**src/rtl/mem_arb_pkg.sv**
```systemverilog
// Shared types for the instruction/data memory port arbiter.
// Latency: n/a (types and constants only).
// Backpressure: n/a.
//
// Holds the arbiter FSM state encoding, the requester identifiers used both
// by the round-robin chooser and the top level, and the legal latency range.
package mem_arb_pkg;

    typedef enum logic [0:0] {
        IDLE = 1'b0,
        WAIT = 1'b1
    } arb_state_t;

    typedef logic req_id_t;

    localparam req_id_t REQ_IF = 1'b0;
    localparam req_id_t REQ_DM = 1'b1;

    localparam int LAT_MIN = 1;
    localparam int LAT_MAX = 15;

endpackage

```
**src/rtl/arb_rr2.sv**
```systemverilog
// Two-way round-robin chooser: picks the winner among two eligible requesters.
// Latency: purely combinational, zero cycles.
// Backpressure: none; the caller only samples the winner when a grant is taken.
//
// Ports:
//   elig_if, elig_dm : requester is eligible for a grant this cycle
//   last_gnt         : requester that received the previous grant
//   winner           : chosen requester (meaningful only if any eligible)
module arb_rr2
    import mem_arb_pkg::*;
(
    input  logic    elig_if,
    input  logic    elig_dm,
    input  req_id_t last_gnt,
    output req_id_t winner
);

    always_comb begin
        winner = REQ_IF;
        if (elig_if && elig_dm) begin
            // Conflict: hand the port to whoever did not have it last.
            winner = (last_gnt == REQ_IF) ? REQ_DM : REQ_IF;
        end else if (elig_dm) begin
            winner = REQ_DM;
        end else begin
            winner = REQ_IF;
        end
    end

endmodule

```
**src/rtl/mem_port_arbiter.sv**
```systemverilog
// Shares one single-port memory between instruction fetch and data access.
// Latency: gnt one cycle after req is seen in IDLE; valid MEM_LAT cycles after gnt.
// Backpressure: one access in flight; requesters hold req/addr/data until valid.
//
// Ports:
//   clk1, rst                          : clock, synchronous active-high reset
//   if_req/if_addr -> if_gnt/if_valid/if_rdata            : fetch port
//   dm_req/dm_we/dm_addr/dm_wdata -> dm_gnt/dm_valid/dm_rdata : load/store port
//   mem_en/mem_we/mem_addr/mem_wdata, mem_rdata           : shared memory
module mem_port_arbiter
    import mem_arb_pkg::*;
#(
    parameter int DATA_W  = 32,
    parameter int MEM_LAT = 2
) (
    input  logic              clk1,
    input  logic              rst,

    input  logic              if_req,
    input  logic [DATA_W-1:0] if_addr,
    output logic              if_gnt,
    output logic              if_valid,
    output logic [DATA_W-1:0] if_rdata,

    input  logic              dm_req,
    input  logic              dm_we,
    input  logic [DATA_W-1:0] dm_addr,
    input  logic [DATA_W-1:0] dm_wdata,
    output logic              dm_gnt,
    output logic              dm_valid,
    output logic [DATA_W-1:0] dm_rdata,

    output logic              mem_en,
    output logic              mem_we,
    output logic [DATA_W-1:0] mem_addr,
    output logic [DATA_W-1:0] mem_wdata,
    input  logic [DATA_W-1:0] mem_rdata
);

    if (MEM_LAT < LAT_MIN || MEM_LAT > LAT_MAX) begin : g_bad_lat
        $error("mem_port_arbiter: MEM_LAT must be in 1..15");
    end

    localparam logic [3:0] LAT4 = 4'(MEM_LAT);

    arb_state_t state;
    logic [3:0] cnt;
    req_id_t    last_gnt;
    req_id_t    owner;
    req_id_t    winner;
    logic       elig_if;
    logic       elig_dm;

    // A requester that is completing this cycle is still holding req; it must
    // not be re-granted off that stale request.
    assign elig_if = if_req && !if_valid;
    assign elig_dm = dm_req && !dm_valid;

    arb_rr2 u_arb (
        .elig_if  (elig_if),
        .elig_dm  (elig_dm),
        .last_gnt (last_gnt),
        .winner   (winner)
    );

    always_ff @(posedge clk1) begin
        if (rst) begin
            state     <= IDLE;
            cnt       <= 4'd0;
            last_gnt  <= REQ_IF;
            owner     <= REQ_IF;
            if_gnt    <= 1'b0;
            dm_gnt    <= 1'b0;
            if_valid  <= 1'b0;
            dm_valid  <= 1'b0;
            if_rdata  <= '0;
            dm_rdata  <= '0;
            mem_en    <= 1'b0;
            mem_we    <= 1'b0;
            mem_addr  <= '0;
            mem_wdata <= '0;
        end else begin
            // Grant and completion strobes are single-cycle pulses.
            if_gnt   <= 1'b0;
            dm_gnt   <= 1'b0;
            mem_en   <= 1'b0;
            if_valid <= 1'b0;
            dm_valid <= 1'b0;

            case (state)
                IDLE: begin
                    if (elig_if || elig_dm) begin
                        state    <= WAIT;
                        cnt      <= LAT4;
                        owner    <= winner;
                        last_gnt <= winner;
                        mem_en   <= 1'b1;
                        if (winner == REQ_DM) begin
                            dm_gnt    <= 1'b1;
                            mem_addr  <= dm_addr;
                            mem_we    <= dm_we;
                            mem_wdata <= dm_wdata;
                        end else begin
                            if_gnt    <= 1'b1;
                            mem_addr  <= if_addr;
                            mem_we    <= 1'b0;
                            mem_wdata <= '0;
                        end
                    end
                end

                WAIT: begin
                    cnt <= cnt - 4'd1;
                    if (cnt == 4'd1) begin
                        state <= IDLE;
                        // mem_we is still the owner's latched direction here.
                        if (owner == REQ_DM) begin
                            dm_valid <= 1'b1;
                            dm_rdata <= mem_we ? '0 : mem_rdata;
                        end else begin
                            if_valid <= 1'b1;
                            if_rdata <= mem_rdata;
                        end
                    end
                end

                default: begin
                    state <= IDLE;
                end
            endcase
        end
    end

endmodule

```
**config.mk**
```make
export PLATFORM = sky130hd
export DESIGN_NAME = mem_port_arbiter
export DESIGN_NICKNAME = d
export VERILOG_FILES = /design/src/rtl/mem_arb_pkg.sv /design/src/rtl/arb_rr2.sv /design/src/rtl/mem_port_arbiter.sv
export SDC_FILE = /design/constraint.sdc
export NUM_CORES = 1
export LEC_CHECK = 0
export CORE_AREA = 2 2 122 171
export CTS_CLUSTER_DIAMETER = 200
export DETAILED_ROUTE_END_ITERATION = 6
export DIE_AREA = 0 0 124 173
export GPL_TIMING_DRIVEN = 0
export PLACE_DENSITY = 0.68
export SKIP_CTS_REPAIR_TIMING = 1
export SLEW_MARGIN = 20
export SYNTH_ARGS = -nofsm -noshare
export SYNTH_HDL_FRONTEND = slang
export SYNTH_SLANG_ARGS = --single-unit
```
**constraint.sdc**
```tcl
create_clock -name clk1 -period 1.8 [get_ports clk1]
set_input_delay 0.27 -clock clk1 [delete_from_list [all_inputs] [get_ports clk1]]
set_output_delay 0.27 -clock clk1 [all_outputs]
set_load 0.02 [all_outputs]
```
==> impl_metrics.tcl, run 1 <==
set metrics [dict create \
    status "complete, no violations" \
    first_global_vias 5560 \
    rr_startpoint "cnt[0]" \
    wl_met2_um 9830 \
    grt_usage 0.178 \
    dieArea_um2 21500 \
    slew_viol_final 0 \
    rsz0062_at_grt "no" \
    wl_met1_um 7330 \
    tightest_slew_ns 0.665 \
    first_pass_iters 4 \
    combPwrFrac 0.163 \
    place_inst 1171 \
    p_sw_frac 0.264 \
    final_core_util 0.455 \
    avgSynthCellArea_um2 8.38 \
    gp_congestion 0.771 \
    powerDensity_nw_per_um2 890 \
    final_common_cell "clkdlybuf4s50_1" \
    min_from "if_addr[11]" \
    drt-total-wl_um 19100 \
    syn-num-nets 789 \
    postPlaceCellArea_um2 8450 \
    end_kind "output port" \
    hold_violations 0 \
    nNetsFinal 1073 \
    clock_power_share 0.425 \
    synth_area_um2 5480 \
    setup_violations 0 \
    fin_cells 1203 \
    cts_sinks 140 \
    crit_arrival_ns 1.41 \
    fin_crit_ns 1.68 \
    clk_path_buf_depth 2 \
    drc 0 \
    die_w_um 124 \
    overflow 0 \
    via_per_inst 4.64 \
    crit_buf_inv 1 \
    final.period_utilization 0.931 \
    multi_input_area_um2 2320 \
    vdd_drop_max_uv 545 \
    hp-class "in -> reg" \
    io_buffer_count 265 \
    p_int_mw 5.92 \
    critPathMaxStageDelay_ns 0.66 \
    nFillCells 1970 \
    crit_fanout 2 \
    maxCapViolations 0 \
    ys_seq_area_frac 0.511 \
    yosys_warnings 0 \
    r2r_cells 6 \
    p_switching_mw 2.12 \
    path_class "reg -> out" \
    slew_headroom 0.557 \
    clkSlewWorstSetupHoldPaths_ns 0.06 \
    dr.max_layer_used "met4" \
    synthToLayoutAreaGrowth_pct 64.9 \
    final_cell_mix "264 x clkdlybuf4s50_1, 166 x nand2_1, 140 x dfxtp_1" \
    rows 61 \
    antenna_found_initial 0 \
    r2r-end "dm_rdata[19]" \
    htreeDepth 4 \
    ctsRootBufferMaster "clkbuf_16" \
    wl_per_cell_um 15.9 \
    hold_depth 3 \
    core_region_area_um2 19800 \
    path_cells "clkdlybuf4s50_1" \
    io_pins 267 \
    ys_types 33 \
    p_leak_nw 3.19 \
    vias 5581 \
    skew_ns 0.0101 \
    cpMaxStageDelayCell "clkdlybuf4s50_1" \
    worst_ep_required_time_ns 1.53 \
    grt_pass1_wl_um 29500 \
    pwr-share-seq 0.412 \
    die_h_um 173 \
    cts_buffers 17 \
    seq_area_um2 2800 \
    wl_met3_um 1380 \
    clk_latency_ns 0.41 \
    syn_inst 654 \
    hold_end "mem_addr[11]" \
    fin_area_um2 9040 \
    drive_gt1_frac 0.102 \
    cts_tree "yes" \
    grt_max_degree 17 \
    cp_top_family "buffers and inverters" \
    max_freq_mhz 596 \
    hold_ws_ns 0.404 \
    diodes 0 \
    drt-initial-drc-count 169 \
    place_hpwl_um 14500 \
    ys_ff_latch 140 \
    start_util 0.276 \
    worst-r2r-setup-slack_ns 0.17 \
    ant_nets 0 \
    startpoint_type "flip-flop" \
]
registers in the layout, indices dropped and copies added (netlist names):
signal / count
mem_en: 1
mem_we: 1
if_rdata: 32
mem_addr: 32
if_gnt: 1
dm_valid: 1
if_valid: 1
cnt: 4
dm_gnt: 1
mem_wdata: 32
owner: 1
dm_rdata: 32
state: 1
synthesized netlist by cell type, drive strengths merged:
master  number  area share
and2         2      0.0027
ha           2      0.0046
mux2i        1      0.0018
and2b        1      0.0014
o21bai       1      0.0021
nor3         5      0.0046
a21oi      131        0.13
dfxtp      140        0.51
nand3       34       0.031
or2          1      0.0011
and4bb       1      0.0030
nor2b        2      0.0027
xor2         1      0.0016
buf         36       0.048
clkbuf      23       0.016
inv          2      0.0014
or4b         1      0.0018
a221oi       1      0.0016
nand2b       1      0.0011
nand3b      33       0.052
o21ba        1      0.0018
nor2        36       0.025
a211oi      32       0.044
nand2      166        0.11
cell type report:
| type | instances | area share |
|---|---|---|
| Sequential cell | 140 | 0.310 |
| Clock inverter | 12 | 0.0125 |
| Multi-Input combinational cell | 453 | 0.257 |
| Inverter | 2 | 0.000831 |
| Buffer | 59 | 0.0395 |
| Timing Repair Buffer | 265 | 0.294 |
| Tap cell | 252 | 0.0349 |
| Clock buffer | 20 | 0.0516 |
stage by stage:
stage	power [mW]	setup WS [ns]	TNS (ns)
detailed placement	4.70	-0.259	-12.69
global route	8.41	0.0197	0
floorplan	3.98	0.389	0
global placement	4.69	-0.233	-10.60
CTS	8.15	-0.0459	-0.229
finish	8.04	0.123	0
power groups by stage:
stage | clock [mW] | combinational, mW | sequential, mW
finish | 3.42 | 1.31 | 3.32
global route | 3.66 | 1.42 | 3.33
CTS | 3.51 | 1.32 | 3.32
detailed placement | 0 | 1.32 | 3.38
global placement | 0 | 1.31 | 3.38
floorplan | 0 | 0.441 | 3.53
routing by layer:
metal,vias up,GRT usage
met5,-,0
met4,0,0.0744
met3,36,0.0554
met2,201,0.316
met1,2565,0.190
li1,2779,-
how the worst max path moves through the flow:
stage / slack, ns / depth (start not counted) / to / from
final: 0.12 / 1 / dm_rdata[20] / dm_rdata[20]
after global routing: 0.02 / 7 / mem_wdata[22] / dm_valid
after CTS: -0.05 / 7 / dm_rdata[17] / cnt[1]
after detailed placement: -0.26 / 6 / mem_addr[30] / dm_req
after global placement: -0.23 / 6 / mem_addr[30] / dm_req
after floorplan: 0.39 / 7 / dm_rdata[17] / cnt[1]
kinds of logic after synthesis:
family / share of synthesized area
flip-flops: 0.511
buffers and inverters: 0.0651
AND/OR/NAND/NOR: 0.240
XOR/XNOR: 0.00160
adder cells (fa/ha/maj): 0.00456
AO/OA/AOI/OAI: 0.176
multiplexers: 0.00183
(Power assumes the default switching activity.)
==> run 2: changes to the inputs <==
--- a/config.mk
+++ b/config.mk
@@ -9,8 +9,9 @@
 export CTS_CLUSTER_DIAMETER = 200
 export DETAILED_ROUTE_END_ITERATION = 6
 export DIE_AREA = 0 0 124 173
+export DONT_BUFFER_PORTS = 1
 export GPL_TIMING_DRIVEN = 0
-export PLACE_DENSITY = 0.68
+export PLACE_DENSITY = 0.51
 export SKIP_CTS_REPAIR_TIMING = 1
 export SLEW_MARGIN = 20
 export SYNTH_ARGS = -nofsm -noshare
==> run 2 against run 1 <==
The run now ends with hold timing left. Design area down 19%. Register-to-register slack hardly changed. Via count fell by 13%. Critical path depth grew 5. Non-clock buffer count decreased by 177. Count of clock-buffer cells in the layout grew 1. Cell count down 15%. Flip-flop and latch count unchanged. Sequential share of layout area grew 7.2 points. Clock skew decreased by 0.0011 ns. Wire length decreased by 4.7%. Largest power group unchanged.
==> impl_metrics.tcl, run 2 (synthesis gave the netlist of run 1 again) <==
set metrics [dict create \
    rsz0062_at_grt "no" \
    violations "hold timing" \
    total_power_mw 8.02 \
    clk_path_buf_depth 2 \
    cpMaxStageDelayCell "dfxtp_1" \
    drt-total-wl_um 18200 \
    fin_crit_ns 1.64 \
    maxCapViolations 0 \
    crit_buf_inv 1 \
    final_common_cell "nand2_1" \
    crit_arrival_ns 1.93 \
    worst-r2r-setup-slack_ns 0.16 \
    vdd_drop_max_uv 599 \
    crit_fanout 10 \
    dieArea_um2 21500 \
    cpMostUsedCell "nand2_1" \
    drive_gt1_frac 0.123 \
    postPlaceCellArea_um2 5800 \
    status "finished, violations left" \
    place_hpwl_um 13200 \
    setup_violations 0 \
    htreeDepth 4 \
    cts_sinks 140 \
    min_from "dm_wdata[12]" \
    ctsRootBufferMaster "clkbuf_16" \
    critPathMaxStageDelay_ns 0.39 \
    hold_ws_ns -0.00579 \
    grt_max_degree 17 \
    wl_per_cell_um 17.8 \
    gp_congestion 0.785 \
    hp-class "in -> reg" \
    slew_headroom 0.519 \
    totalNegativeSetupSlack_ns 0 \
    path_class "reg -> reg" \
    r2r_cells 6 \
    fin_cells 1025 \
    rows 61 \
    place_inst 906 \
    powerDensity_nw_per_um2 1090 \
    clk_latency_ns 0.42 \
    via_per_inst 4.75 \
    end_kind "flip-flop" \
    core_region_area_um2 19800 \
    io_pins 267 \
    antenna_found_initial 0 \
    io_buffer_count 0 \
    first_pass_iters 5 \
    max_freq_mhz 609 \
    rr_startpoint "cnt[0]" \
    ant_nets 0 \
    grt_usage 0.163 \
    grt_pass1_wl_um 26100 \
    cp_top_family "simple AND/OR/NAND/NOR gates" \
    synthToLayoutAreaGrowth_pct 33.7 \
    startpoint_type "flip-flop" \
    die_w_um 124 \
    skew_ns 0.00897 \
    start_util 0.276 \
    first_global_vias 4601 \
    overflow 0 \
    p_leak_nw 2.59 \
    final.period_utilization 0.912 \
    r2r-end "dm_rdata[29]" \
    cts_tree "yes" \
    drc 0 \
    path_cells "ha_1 > and4bb_4 > nand2_1 > clkbuf_2 > nand2_1 > a21oi_2" \
    cts_buffers 17 \
    diodes 0 \
    worst_ep_required_time_ns 2.09 \
    drt-initial-drc-count 140 \
    clkSlewWorstSetupHoldPaths_ns 0.06 \
    hold_violations 2 \
    nNetsFinal 896 \
    hold_end "mem_wdata[12]" \
    tightest_slew_ns 0.722 \
    die_h_um 173 \
    hold_depth 2 \
    final_cell_mix "166 x nand2_1, 139 x dfxtp_1, 121 x a21oi_1" \
    vias 4869 \
    fin_area_um2 7330 \
    slew_viol_final 0 \
]
## run 2: cell types whose count changed in the layout (fill, tap and decap cells not counted), moves of 3 or more
| cell | previous run | this run |
|---|---|---|
| dlygate4sd3_1 | 0 | 88 |
| bufinv_16 | 1 | 4 |
| clkdlybuf4s50_1 | 264 | 0 |
| inv_6 | 3 | 0 |
## run 2: worst reg2reg max path: stages (launching register included)
cell and delay (ns):
dfxtp_1 0.39, ha_1 0.17, and4bb_4 0.28, nand2_1 0.22, clkbuf_2 0.28, nand2_1 0.13, a21oi_2 0.05
## run 2: layer usage
layer	routed length (um)	up-vias	share of wire	global-route usage
li1	-	2424	-	-
met1	6910	2245	0.38	0.164
met2	9530	179	0.52	0.292
met3	1460	21	0.080	0.0643
met4	309	0	0.017	0.0660
met5	0	-	0	0
## run 2: report_power, final
part | total [mW] | internal, mW | switching (mW)
clock | 3.76 | 2.39 | 1.38
sequential | 3.51 | 3.24 | 0.267
combinational | 0.750 | 0.339 | 0.411
## run 2: layout make-up
cell class / instances / area (um2)
Buffer: 59 / 362
Clock buffer: 21 / 460
Clock inverter: 10 / 165
Fill cell: 2088 / 12500
Inverter: 2 / 7.51
Multi-Input combinational cell: 453 / 2330
Sequential cell: 140 / 2800
Tap cell: 252 / 315
Timing Repair Buffer: 88 / 881
## run 2: how the worst max path moves through the flow
stage / slack (ns) / start / endpoint / cells after the start
finish: 0.16 / cnt[0] / dm_rdata[29] / 6
global placement: -0.07 / cnt[1] / dm_rdata[19] / 7
detailed placement: -0.08 / cnt[1] / dm_rdata[20] / 7
floorplan: 0.39 / cnt[1] / dm_rdata[17] / 7
global route: 0.006 / cnt[1] / dm_rdata[9] / 7
CTS: -0.10 / cnt[1] / dm_rdata[20] / 7
## run 2: metrics by stage
stage	util	setup slack (ns)	hold slack, ns
CTS	0.324	-0.101	-0.0482
floorplan	-	0.389	0.406
finish	0.369	0.159	-0.00579
detailed placement	0.292	-0.0832	0.413
global route	0.369	0.00588	0.00136
global placement	0.292	-0.0710	0.407
